File: config.mk
export PLATFORM = sky130hd
export DESIGN_NAME = wb_write_queue
export DESIGN_NICKNAME = d
export VERILOG_FILES = /design/src/rtl/wb_write_queue.sv
export SDC_FILE = /design/constraint.sdc
export NUM_CORES = 1
export LEC_CHECK = 0
export ABC_AREA = 1
export BUFFER_PORTS_ARGS = -buffer_cell sky130_fd_sc_hd__buf_2
export CORE_ASPECT_RATIO = 0.7
export CORE_MARGIN = 4
export CORE_UTILIZATION = 50
export DETAILED_ROUTE_END_ITERATION = 12
export PLACE_DENSITY = 0.74
export SYNTH_ARGS = -nofsm -noshare
export SYNTH_HDL_FRONTEND = slang
export SYNTH_SLANG_ARGS = --single-unit
File: constraint.sdc
create_clock -name clk -period 6 [get_ports clk]
set_input_delay 0.3 -clock clk [delete_from_list [all_inputs] [get_ports clk]]
set_output_delay 0.3 -clock clk [all_outputs]
set_load 0.03 [all_outputs]
File: src/rtl/wb_write_queue.sv
// wb_write_queue
//   Writer side of the register file. Collects results from the load/store
//   unit (mem_*) and the ALU (alu_*) into a small in-order FIFO. It retires
//   one entry per cycle through a registered output stage that drives the
//   single register-file write port.
//
//   Ports:
//     clk, rst                  clock, synchronous active-high reset
//     mem_valid/rd/data/ready   load result handshake (enqueued first when both push)
//     alu_valid/rd/data/ready   ALU result handshake
//     wb_reg_write/register/data  register-file write port (registered)
//     pending_cnt               entries held in the FIFO (output stage excluded)
//     byp_addr1/2, byp_hit1/2, byp_data1/2  youngest-pending-value lookups
//
//   Optional feature macro: WB_BYPASS_EN. When it is undefined, the lookup
//   ports return hit=0 and data=0 and no comparators are built.
module wb_write_queue #(
   parameter int DEPTH  = 4,
   parameter int DATA_W = 32,
   parameter int ADDR_W = 5
) (
   input  logic                       clk,
   input  logic                       rst,
   input  logic                       mem_valid,
   input  logic [ADDR_W-1:0]          mem_rd,
   input  logic [DATA_W-1:0]          mem_data,
   output logic                       mem_ready,
   input  logic                       alu_valid,
   input  logic [ADDR_W-1:0]          alu_rd,
   input  logic [DATA_W-1:0]          alu_data,
   output logic                       alu_ready,
   output logic                       wb_reg_write,
   output logic [ADDR_W-1:0]          wb_write_register,
   output logic [DATA_W-1:0]          wb_write_data,
   output logic [$clog2(DEPTH+1)-1:0] pending_cnt,
   input  logic [ADDR_W-1:0]          byp_addr1,
   output logic                       byp_hit1,
   output logic [DATA_W-1:0]          byp_data1,
   input  logic [ADDR_W-1:0]          byp_addr2,
   output logic                       byp_hit2,
   output logic [DATA_W-1:0]          byp_data2
);

   localparam int CW = $clog2(DEPTH+1);
   localparam int PW = $clog2(DEPTH);

   logic [ADDR_W-1:0] fifo_rd_q   [DEPTH];
   logic [ADDR_W-1:0] fifo_rd_d   [DEPTH];
   logic [DATA_W-1:0] fifo_data_q [DEPTH];
   logic [DATA_W-1:0] fifo_data_d [DEPTH];
   logic [PW-1:0]     wr_ptr_q, wr_ptr_d, rd_ptr_q, rd_ptr_d, wr_ptr_mid;
   logic [CW-1:0]     count_q, count_d;
   logic              wb_vld_q, wb_vld_d;
   logic [ADDR_W-1:0] wb_rd_q, wb_rd_d;
   logic [DATA_W-1:0] wb_data_q, wb_data_d;
   logic              mem_push, alu_push, pop;

   function automatic logic [PW-1:0] ptr_inc(input logic [PW-1:0] p);
      return (p == PW'(DEPTH-1)) ? '0 : p + 1'b1;
   endfunction

   // Readiness looks only at the registered count, so a same-cycle pop never
   // opens a slot. alu_ready reserves room for a concurrent mem transfer.
   assign mem_ready = ({1'b0, count_q} < (CW+1)'(DEPTH));
   assign alu_ready = (({1'b0, count_q} + {{CW{1'b0}}, mem_valid}) < (CW+1)'(DEPTH));

   // An r0 transfer completes the handshake but never occupies a slot.
   assign mem_push = mem_valid && mem_ready && (mem_rd != '0);
   assign alu_push = alu_valid && alu_ready && (alu_rd != '0);
   assign pop      = (count_q != '0);

   always_comb begin
      fifo_rd_d   = fifo_rd_q;
      fifo_data_d = fifo_data_q;
      wb_vld_d    = pop;
      wb_rd_d     = wb_rd_q;
      wb_data_d   = wb_data_q;
      rd_ptr_d    = rd_ptr_q;
      wr_ptr_mid  = wr_ptr_q;
      // mem goes into the older slot, alu into the one after it
      if (mem_push) begin
         fifo_rd_d[wr_ptr_q]   = mem_rd;
         fifo_data_d[wr_ptr_q] = mem_data;
         wr_ptr_mid            = ptr_inc(wr_ptr_q);
      end
      wr_ptr_d = wr_ptr_mid;
      if (alu_push) begin
         fifo_rd_d[wr_ptr_mid]   = alu_rd;
         fifo_data_d[wr_ptr_mid] = alu_data;
         wr_ptr_d                = ptr_inc(wr_ptr_mid);
      end
      if (pop) begin
         wb_rd_d   = fifo_rd_q[rd_ptr_q];
         wb_data_d = fifo_data_q[rd_ptr_q];
         rd_ptr_d  = ptr_inc(rd_ptr_q);
      end
      count_d = count_q + CW'(mem_push) + CW'(alu_push) - CW'(pop);
   end

   always_ff @(posedge clk) begin
      if (rst) begin
         for (int i = 0; i < DEPTH; i++) begin
            fifo_rd_q[i]   <= '0;
            fifo_data_q[i] <= '0;
         end
         wr_ptr_q  <= '0;
         rd_ptr_q  <= '0;
         count_q   <= '0;
         wb_vld_q  <= 1'b0;
         wb_rd_q   <= '0;
         wb_data_q <= '0;
      end else begin
         fifo_rd_q   <= fifo_rd_d;
         fifo_data_q <= fifo_data_d;
         wr_ptr_q    <= wr_ptr_d;
         rd_ptr_q    <= rd_ptr_d;
         count_q     <= count_d;
         wb_vld_q    <= wb_vld_d;
         wb_rd_q     <= wb_rd_d;
         wb_data_q   <= wb_data_d;
      end
   end

   assign wb_reg_write      = wb_vld_q;
   assign wb_write_register = wb_rd_q;
   assign wb_write_data     = wb_data_q;
   assign pending_cnt       = count_q;

`ifdef WB_BYPASS_EN
   logic [PW:0] idx_w;
   logic [PW-1:0] idx;

   // Scan the output stage first (oldest), then FIFO entries from head to
   // tail. A later match overrides an earlier one, so the youngest wins.
   always_comb begin
      idx_w     = '0;
      idx       = '0;
      byp_hit1  = wb_vld_q && (wb_rd_q == byp_addr1);
      byp_data1 = wb_data_q;
      byp_hit2  = wb_vld_q && (wb_rd_q == byp_addr2);
      byp_data2 = wb_data_q;
      for (int i = 0; i < DEPTH; i++) begin
         idx_w = {1'b0, rd_ptr_q} + (PW+1)'(i);
         if (idx_w >= (PW+1)'(DEPTH)) idx_w = idx_w - (PW+1)'(DEPTH);
         idx = idx_w[PW-1:0];
         if (CW'(i) < count_q) begin
            if (fifo_rd_q[idx] == byp_addr1) begin
               byp_hit1  = 1'b1;
               byp_data1 = fifo_data_q[idx];
            end
            if (fifo_rd_q[idx] == byp_addr2) begin
               byp_hit2  = 1'b1;
               byp_data2 = fifo_data_q[idx];
            end
         end
      end
      if (!byp_hit1 || byp_addr1 == '0) begin
         byp_hit1  = 1'b0;
         byp_data1 = '0;
      end
      if (!byp_hit2 || byp_addr2 == '0) begin
         byp_hit2  = 1'b0;
         byp_data2 = '0;
      end
   end
`else
   logic unused_byp;
   assign unused_byp = ^{byp_addr1, byp_addr2};
   assign byp_hit1   = 1'b0;
   assign byp_data1  = '0;
   assign byp_hit2   = 1'b0;
   assign byp_data2  = '0;
`endif

endmodule

# After elaboration in Yosys (flattened, before gate mapping)
# Cells that the tools add are included.
dict set report totals {
  ff_bits 193
  input_bits 88
  output_inout_bits 109
}
dict set report op_classes {
  n_addsub 7
  n_lt_le_gt_ge 7
  eq_ne 3
  n_mux 27
  n_bitwise 3
  n_reduce_logical 9
}
# operator count
set ops {}
lappend ops {{bitwise mux 128 bit} 2}
lappend ops {{2-to-1 mux 128 bit} 2}
lappend ops {{demux 32 bit (select 2 bit)} 2}
lappend ops {{2-to-1 mux 32 bit} 4}
lappend ops {{binary-select mux 32 bit (select 2 bit)} 1}
lappend ops {{bitwise mux 20 bit} 2}
lappend ops {{2-to-1 mux 20 bit} 2}
lappend ops {{demux 5 bit (select 2 bit)} 2}
lappend ops {{2-to-1 mux 5 bit} 4}
lappend ops {{binary-select mux 5 bit (select 2 bit)} 1}
lappend ops {{2-to-1 mux 2 bit} 5}
lappend ops {{nonzero test 5 bit} 2}
lappend ops {{greater-or-equal comparator 3 bit, second input constant} 3}
lappend ops {{NOT 2 -> 3 bit} 3}
lappend ops {{adder 2 x 1 -> 2 bit, second input constant} 3}
lappend ops {{adder 3 x 1 -> 3 bit} 2}
lappend ops {{== test 2 bit, second input constant} 3}
lappend ops {{logical AND 1 bit} 6}
lappend ops {{< comparator 3 x 1 -> 1 bit, second input constant} 2}
lappend ops {{adder 3 x 1 -> 4 bit} 1}
lappend ops {{< comparator 4 x 3 -> 1 bit, second input constant} 1}
lappend ops {{< comparator 3 bit, second input constant} 1}
lappend ops {{nonzero test 3 bit} 1}
lappend ops {{subtractor 3 x 1 -> 3 bit} 1}

# Longest topological paths before layout
# Gate-level depths: netlist (run 1).
dict set report logic_depth {
  word_depth 11
  mapped_depth 13
  mapped_depth_nobuf 10
}

# Worst setup path before layout (run 1)
# No wires, ideal clock.
dict set report synth_timing {
  path_type {reg-to-reg}
  from {register count_q[2] (netlist: pending_cnt[2])}
  to {register count_q[1] (netlist: pending_cnt[1])}
  t_arrival_ns 2.435
  required_ns 5.891
  setup_slack_ns 3.456
  stages_incl_launch_ff 10
  n_path_buf 1
  synth_period_minus_slack_ns 2.544
  path_cell_list {dfxtp_1 > inv_2 > nand3_1 > clkbuf_1 > ha_1 > fa_1 > inv_1 > fa_1 > inv_1 > nor2_1}
}
dict set report synth_between {
  elab_chain_len 6
  elab_cells_between_ends 11
  classes_between {add/sub (4); order compare (2); reduce/logical (5)}
}
# element line_no
set synth_rtl {}
lappend synth_rtl {{from (decl)} 52} ;# logic [CW-1:0] count_q, count_d;
lappend synth_rtl {{from (signal assigned)} 117} ;# count_q <= count_d;
lappend synth_rtl {{< comparator 3 bit} 64} ;# assign mem_ready = ({1'b0, count_q} < (CW+1)'(DEPTH));
lappend synth_rtl {{via mem_ready} 27} ;# output logic mem_ready,
lappend synth_rtl {{logical AND 1 bit (2 in a row)} 68} ;# assign mem_push = mem_valid && mem_ready && (mem_rd != '0);
lappend synth_rtl {{adder 3 x 1 -> 3 bit (2 in a row)} 97} ;# count_d = count_q + CW'(mem_push) + CW'(alu_push) - CW'(pop);
lappend synth_rtl {{subtractor 3 x 1 -> 3 bit} 97}
lappend synth_rtl {{via count_d[1]} 52}
# The timed path passes the listed nets, and every way through them passes these cells.
# A chain may end at the register's enable or synchronous reset.

# Final worst setup path (run 1)
dict set report layout_timing {
  from {register wr_ptr_q[0]}
  to {register fifo_rd_q[18] in the netlist's numbering}
}
dict set report layout_between {
  elab_chain_len 10
  elab_cells_between_ends 20
  classes_between {add/sub (1); order compare (4); eq/ne (1); mux (10); bitwise (2); reduce/logical (2)}
}
# element line_no
set layout_rtl {}
lappend layout_rtl {{from (decl)} 51} ;# logic [PW-1:0] wr_ptr_q, wr_ptr_d, rd_ptr_q, rd_ptr_d, wr_ptr_mid;
lappend layout_rtl {{from (signal assigned)} 115} ;# wr_ptr_q <= wr_ptr_d;
lappend layout_rtl {{adder 2 x 1 -> 2 bit / == test 2 bit (equally long branches)} 59} ;# return (p == PW'(DEPTH-1)) ? '0 : p + 1'b1;
lappend layout_rtl {{2-to-1 mux 2 bit} 59}
lappend layout_rtl {{2-to-1 mux 2 bit} 81} ;# if (mem_push) begin
lappend layout_rtl {{NOT 2 -> 3 bit (implied by the code)} 88} ;# fifo_rd_d[wr_ptr_mid] = alu_rd;
lappend layout_rtl {{greater-or-equal comparator 3 bit (implied by the code) / < comparator 3 x 1 -> 1 bit (equally long branches)} 88}
lappend layout_rtl {{logical AND 1 bit (implied by the code)} 88}
lappend layout_rtl {{2-to-1 mux 5 bit (implied by the code)} 88}
lappend layout_rtl {{demux 5 bit (select 2 bit)} 88}
lappend layout_rtl {{bitwise mux 20 bit} 88}
lappend layout_rtl {{2-to-1 mux 20 bit (*)} 87} ;# if (alu_push) begin
lappend layout_rtl {{to (signal assigned)} 113} ;# fifo_rd_q <= fifo_rd_d;
lappend layout_rtl {{to (decl)} 47} ;# logic [ADDR_W-1:0] fifo_rd_q [DEPTH];
# Every way passes the cells marked *; elsewhere a longest branch is shown, timed or not.

==> metrics, run 1 <==
area of the core=26,100 um2; max_cap viols=0; GPL Wtd Cong=0.794; Yosys top cell area share=28.8%; Hold WC Path Type=input pin to register; Final min period=3.51 ns; pre-CTS setup slack=2.48 ns; clock transition at the registers of the reported paths=0.07 ns; layout cells sized above 1=8.11%; number of nets in the layout=around 2,400; largest family of logic cells by synthesized area=simple AND/OR/NAND/NOR gates; Synth top cells by count=602 x nand2_1, 340 x nand3_1, 236 x inv_1; die outline area=29,600 um2; Max FO, Critical Path=75; fin cells=approximately 2,600; DPL Wire Length=around 22,000 um; Slew @ Worst Pin=approximately 1.1 ns; vias in the first global route=13,200; worst-case vdd ir drop=0.340 mV; cell area after synthesis=13,400 um2; hold_buf cts=0; drc violations=0; Syn Area/Cell=just under 6 um2; register area share after synthesis=28.8%; Post-Synth XOR/XNOR Area=0.0652%; CTS resizes=0; Vias=14,200; CTS max path bufs=2; grt ovf=0; Final setup viols=0; status=finished, final reports clean; startpoint types=register; root buf cell=clkbuf_16; Via density=5.37; clk sinks=193; Starting Density=51.6%; final setup margin=2.49 ns; asr flop ratio synth=0%; Final ANT Viol Nets=0; Leak=between 6 and 7 nW; CP arrival=3.86 ns; Cell Pwr Density=467 nW/um2; unrepaired setup endpoints after global routing=false; most common cell in the netlist=nand2_1; setup_tns=0 ns; largest net degree at the start of global routing=221; # H-tree levels=4; DRT Wirelength=about 40,000 um; synth warn=0; first-pass GRT wire length=67,000 um; post-CTS setup buffers=0; Cells after DPL=around 2,600; GRT Total Usage=26.8%; Setup Skew=0.0121 ns; Final Hold Fails=0; drt pass-1 iters=6; Final period util=between 50% and 60%; initial DRC count=1,496; P&R area growth vs syn=5.61%; worst skew pair latency=about 0.45 ns; initial antenna violation count=3; CTS tree=built; top cells by area, synth=dfxtp_1 29%, nand2_1 17%, nand3_1 13%; required time of the critical path=~6.3 ns; Adder-Cell Fraction of Synth Area=1.32%; Die H=145 um; Worst Path Class, Setup=register to register; endpoint type of the worst setup path=register; mux cell area share after synthesis=0%; Syn Inst Count=roughly 2,300; Final Max Tran Viols=0; leading area contributor after synthesis=dfxtp_1; DIE WIDTH=204 um; IO Count=197; synthesized-area fraction occupied by and/or/nand/nor cells=34.3%; TritonCTS buffer count=17; Fill cells=2,642; fmax=285 MHz; count of cell types in the netlist=23; average wire per standard cell=15.5 um; number of flops mapped to enable cells by yosys=0; post-layout util=between 50 and 60%; post-synthesis register bit count=193; Top FF cell, synth=dfxtp_1; Slew headroom=26.2%; IO Port Bufs=120; Compound-Gate Fraction of Synth Area=18.8%; Hold Worst Slack=roughly 0.12 ns; FP Rows=49
[state kept, by name, indices dropped and copies added, names as in the netlist]
signal / count
fifo_data_q: 128
fifo_rd_q: 20
pending_cnt: 3
rd_ptr_q: 2
wb_reg_write: 1
wb_write_data: 32
wb_write_register: 5
wr_ptr_q: 2
[cell families (layout without fill, tap and decap cells)]
| kind of cell | Yosys count | after routing |
|---|---|---|
| AOI/OAI and AO/OA | 486 | 486 |
| xor gates and xnor gates | 1 | 1 |
| adders and majority gates | 13 | 13 |
| buffers and inverters | 502 | 411 |
| DFF | 193 | 193 |
| other | 1 | 68 |
| and+or+nand+nor | 1110 | 1110 |
[worst paths after layout]
path | startpoint | end | slack (ns) | cells past startpoint
max | wr_ptr_q[0]$_SDFF_PP0_ | fifo_rd_q[18]$_SDFF_PP0_ | 2.49 | 10
min | rst | pending_cnt[0]$_SDFF_PP0_ | 0.12 | 2
max reg2reg | wr_ptr_q[0]$_SDFF_PP0_ | fifo_rd_q[18]$_SDFF_PP0_ | 2.49 | 10
min reg2reg | wb_write_data[10]$_SDFFE_PP0N_ | wb_write_data[10]$_SDFFE_PP0N_ | 0.50 | 2
[routing by layer]
metal / GRT usage (%) / part of all wire [%] / wire length [um]
met2: 44.2 / 46 / 18800
met4: 6.46 / 1.2 / 494
met3: 4.44 / 8.5 / 3490
met5: 0 / 0.017 / 7
met1: 36.8 / 44 / 18100
[worst max-delay path: stages (launching register included)]
cell and delay, ns:
dfxtp_1 0.51, ha_4 0.78, nor2_1 0.11, nand3_1 0.11, nand2_1 0.15, inv_1 0.12, ha_2 0.68, buf_4 0.59
nand3_1 0.15, nand2_1 0.11, nor2_1 0.05
[placed cells by master (no fill, tap or decap)]
cell       Yosys  final
ha_1          11      3
nand3_1      340    339
diode_2        0      2
buf_4         72     19
buf_2         71    120
o211ai_1      37     37
nand4_1        1      1
buf_12         0      1
inv_6          0      1
dfxtp_1      193    192
nand3_4        0      1
a21oi_1      223    223
ha_2           0      5
xor2_1         1      1
ha_4           0      3
inv_2          3      2
o21ai_0      226    226
nand2_4        0      1
clkbuf_8       0      8
conb_1         1     66
nor2_4         0      2
dfxtp_2        0      1
clkbuf_1      75      3
fa_1           2      2
clkinv_2       0      4
clkbuf_16      0     17
nor2_1       164    163
nand2_1      602    602
inv_1        236    236
nand3b_1       1      1
[report_power, final]
group,total [mW],leakage [nW],internal [mW],switching [mW]
logic,3.60,4.75,1.06,2.54
clock network,1.14,0.286,0.619,0.522
registers,1.88,1.58,1.66,0.216
[area by class of cell]
class / count / area [um2] / share of cell area [%]
multi-input cells: 1676 / 7640 / 53.9
flip-flops and latches: 193 / 3860 / 27.2
inverters: 239 / 902 / 6.36
repair buffers: 140 / 763 / 5.38
clock buffers: 28 / 547 / 3.85
well taps: 357 / 447 / 3.15
clock inverters: 4 / 20.0 / 0.141
diodes: 2 / 5.00 / 0.0353
[metrics by stage]
step / total power, mW / area [um2]
2_1_floorplan: 4.61 / 13700
4_1_cts: 6.59 / 14200
3_3_place_gp: 5.35 / 13600
5_1_grt: 7.15 / 14200
6_report: 6.62 / 14200
3_5_place_dp: 5.44 / 13600
(Power assumes the default switching activity.)
==> run 2: changes to the inputs <==
==> constraint.sdc (replaced) <==
create_clock -name clk -period 3.6 [get_ports clk]
set_input_delay 0.18 -clock clk [delete_from_list [all_inputs] [get_ports clk]]
set_output_delay 0.18 -clock clk [all_outputs]
set_load 0.03 [all_outputs]
==> run 2 against run 1 <==
Clock power up 89%. Wire length up 1.2%. Die area unchanged. Critical path type unchanged.
==> metrics, run 2 (synthesis gave the netlist of run 1 again) <==
Reg area=3860 um2 (unchanged); fin cells=2,649 (was 2,639); endpoint type of the worst setup path=register (unchanged); worst-case vdd ir drop=0.662 mV (was 0.340 mV); Top reg by flops=fifo_data_q (unchanged); GPL Wtd Cong=0.819 (was 0.794); post-CTS setup buffers=0 (unchanged); largest net degree at the start of global routing=136 (was 221); layout cells sized above 1=8.60% (was 8.11%); Final Hold Fails=0 (unchanged); GRT Total Usage=27.0% (was 26.8%); # H-tree levels=4 (unchanged); clk sinks=193 (unchanged); CTS max path bufs=2 (unchanged); Starting Density=51.6% (unchanged); initial DRC count=1,624 (was 1,496); pre-CTS setup slack=0.711 ns (was 2.48 ns); Multi-input gate area=7620 um2 (was 7640 um2); Design Area, Final=14,400 um2 (was 14,200 um2); startpoint types=register (unchanged); die outline area=29,600 um2 (unchanged); CTS tree=built (unchanged); commonest non-fill, non-tap cell in the layout=nand2_1 (unchanged); Die H=145 um (unchanged); Final ANT Viol Nets=0 (unchanged); vias in the first global route=13,200 (about the same); Vias=14,500 (was 14,200); drt pass-1 iters=8 (was 6); CTS resizes=0 (unchanged); grt ovf=0 (unchanged); Hold WC Path Type=input pin to register (unchanged); TritonCTS buffer count=17 (unchanged); initial antenna violation count=1 (was 3); Final period util=75.9% (was 58.6%); most frequent cells in the layout=602 x nand2_1, 339 x nand3_1, 236 x inv_1, 226 x o21ai_0, 223 x a21oi_1 (unchanged); area of the core=26,100 um2 (unchanged); Leak=6.73 nW (was 6.62 nW); fmax=366 MHz (was 285 MHz); Fill cells=2,630 (was 2,642); FP Rows=49 (unchanged); DRT Wirelength=41,400 um (was 40,900 um); Pwr Total=11.4 mW (was 6.62 mW); status=finished, final reports clean (unchanged); Slew @ Worst Pin=0.939 ns (was 1.11 ns); Final Max Tran Viols=0 (unchanged); average wire per standard cell=15.6 um (was 15.5 um); first-pass GRT wire length=67,400 um (was 67,000 um); IO Count=197 (unchanged); clock transition at the registers of the reported paths=0.08 ns (was 0.07 ns); Hold Worst Slack=0.107 ns (was 0.124 ns); number of nets in the layout=2,379 (was 2,368); DPL Wire Length=22,900 um (was 21,500 um); max FFs per register=128 (unchanged); final setup margin=0.867 ns (was 2.49 ns); Final setup viols=0 (unchanged); root buf cell=clkbuf_16 (unchanged); P&R area growth vs syn=7.46% (was 5.61%); Final min period=2.73 ns (was 3.51 ns); drc violations=0 (unchanged); Slew headroom=37.4% (was 26.2%); IO Port Bufs=120 (unchanged); required time of the critical path=3.98 ns (was 6.34 ns); max_cap viols=0 (unchanged); worst skew pair latency=0.45 ns (about the same); Cell Pwr Density=790 nW/um2 (was 467 nW/um2); Max FO, Critical Path=77 (was 75); post-layout util=55.4% (was 54.5%); setup_tns=0 ns (unchanged); CP arrival=3.11 ns (was 3.86 ns); DIE WIDTH=204 um (unchanged); Via density=5.47 (was 5.37); Reg2Reg Setup Slack=0.87 ns (was 2.49 ns); Worst Path Class, Setup=register to register (unchanged); unrepaired setup endpoints after global routing=false (unchanged); hold_buf cts=1 (was 0); area of placed instances=13,800 um2 (was 13,600 um2); Setup Skew=0.0107 ns (was 0.0121 ns); Cells after DPL=2,615 (was 2,605)
## run 2: power breakdown
part           leakage, nW  internal (mW)  switching (mW)
sequential            1.58           2.77           0.363
combinational         4.83           1.85            4.27
clock                0.310           1.25           0.899
## run 2: worst paths after layout
| kind | endpoint | from | cells after the start |
|---|---|---|---|
| worst min register to register | wb_write_data[0]$_SDFFE_PP0N_ | wb_write_data[0]$_SDFFE_PP0N_ | 2 |
| worst min-delay path | fifo_data_q[20]$_SDFF_PP0_ | alu_data[20] | 5 |
| worst max register to register | fifo_data_q[92]$_SDFF_PP0_ | pending_cnt[2]$_SDFF_PP0_ | 7 |
| worst max-delay path | fifo_data_q[92]$_SDFF_PP0_ | pending_cnt[2]$_SDFF_PP0_ | 7 |
## run 2: area by class of cell
cell class | count | share of cell area [%]
clock buffer | 19 | 3.07
tap | 357 | 3.09
clock inverter | 13 | 1.45
antenna | 1 | 0.0173
timing repair buffer | 151 | 6.57
multi-input combinational | 1676 | 52.8
inverter | 239 | 6.25
sequential | 193 | 26.8
## run 2: per-layer routing
metal / track usage (%) / part of all wire, % / up-vias
met4: 7.06 / 1.5 / 2
met5: 0 / 0.029 / -
li1: - / - / 7213
met3: 4.39 / 9.2 / 56
met1: 36.4 / 43 / 6579
met2: 45.3 / 47 / 646
## run 2: critical path, cell delays in order (launching register included)
cell and delay (ns):
dfxtp_1 0.38, nor2_4 0.23, buf_4 0.76, buf_4 0.79, nand3_1 0.16, nand2_1 0.12
a21oi_1 0.04, nor2_1 0.13
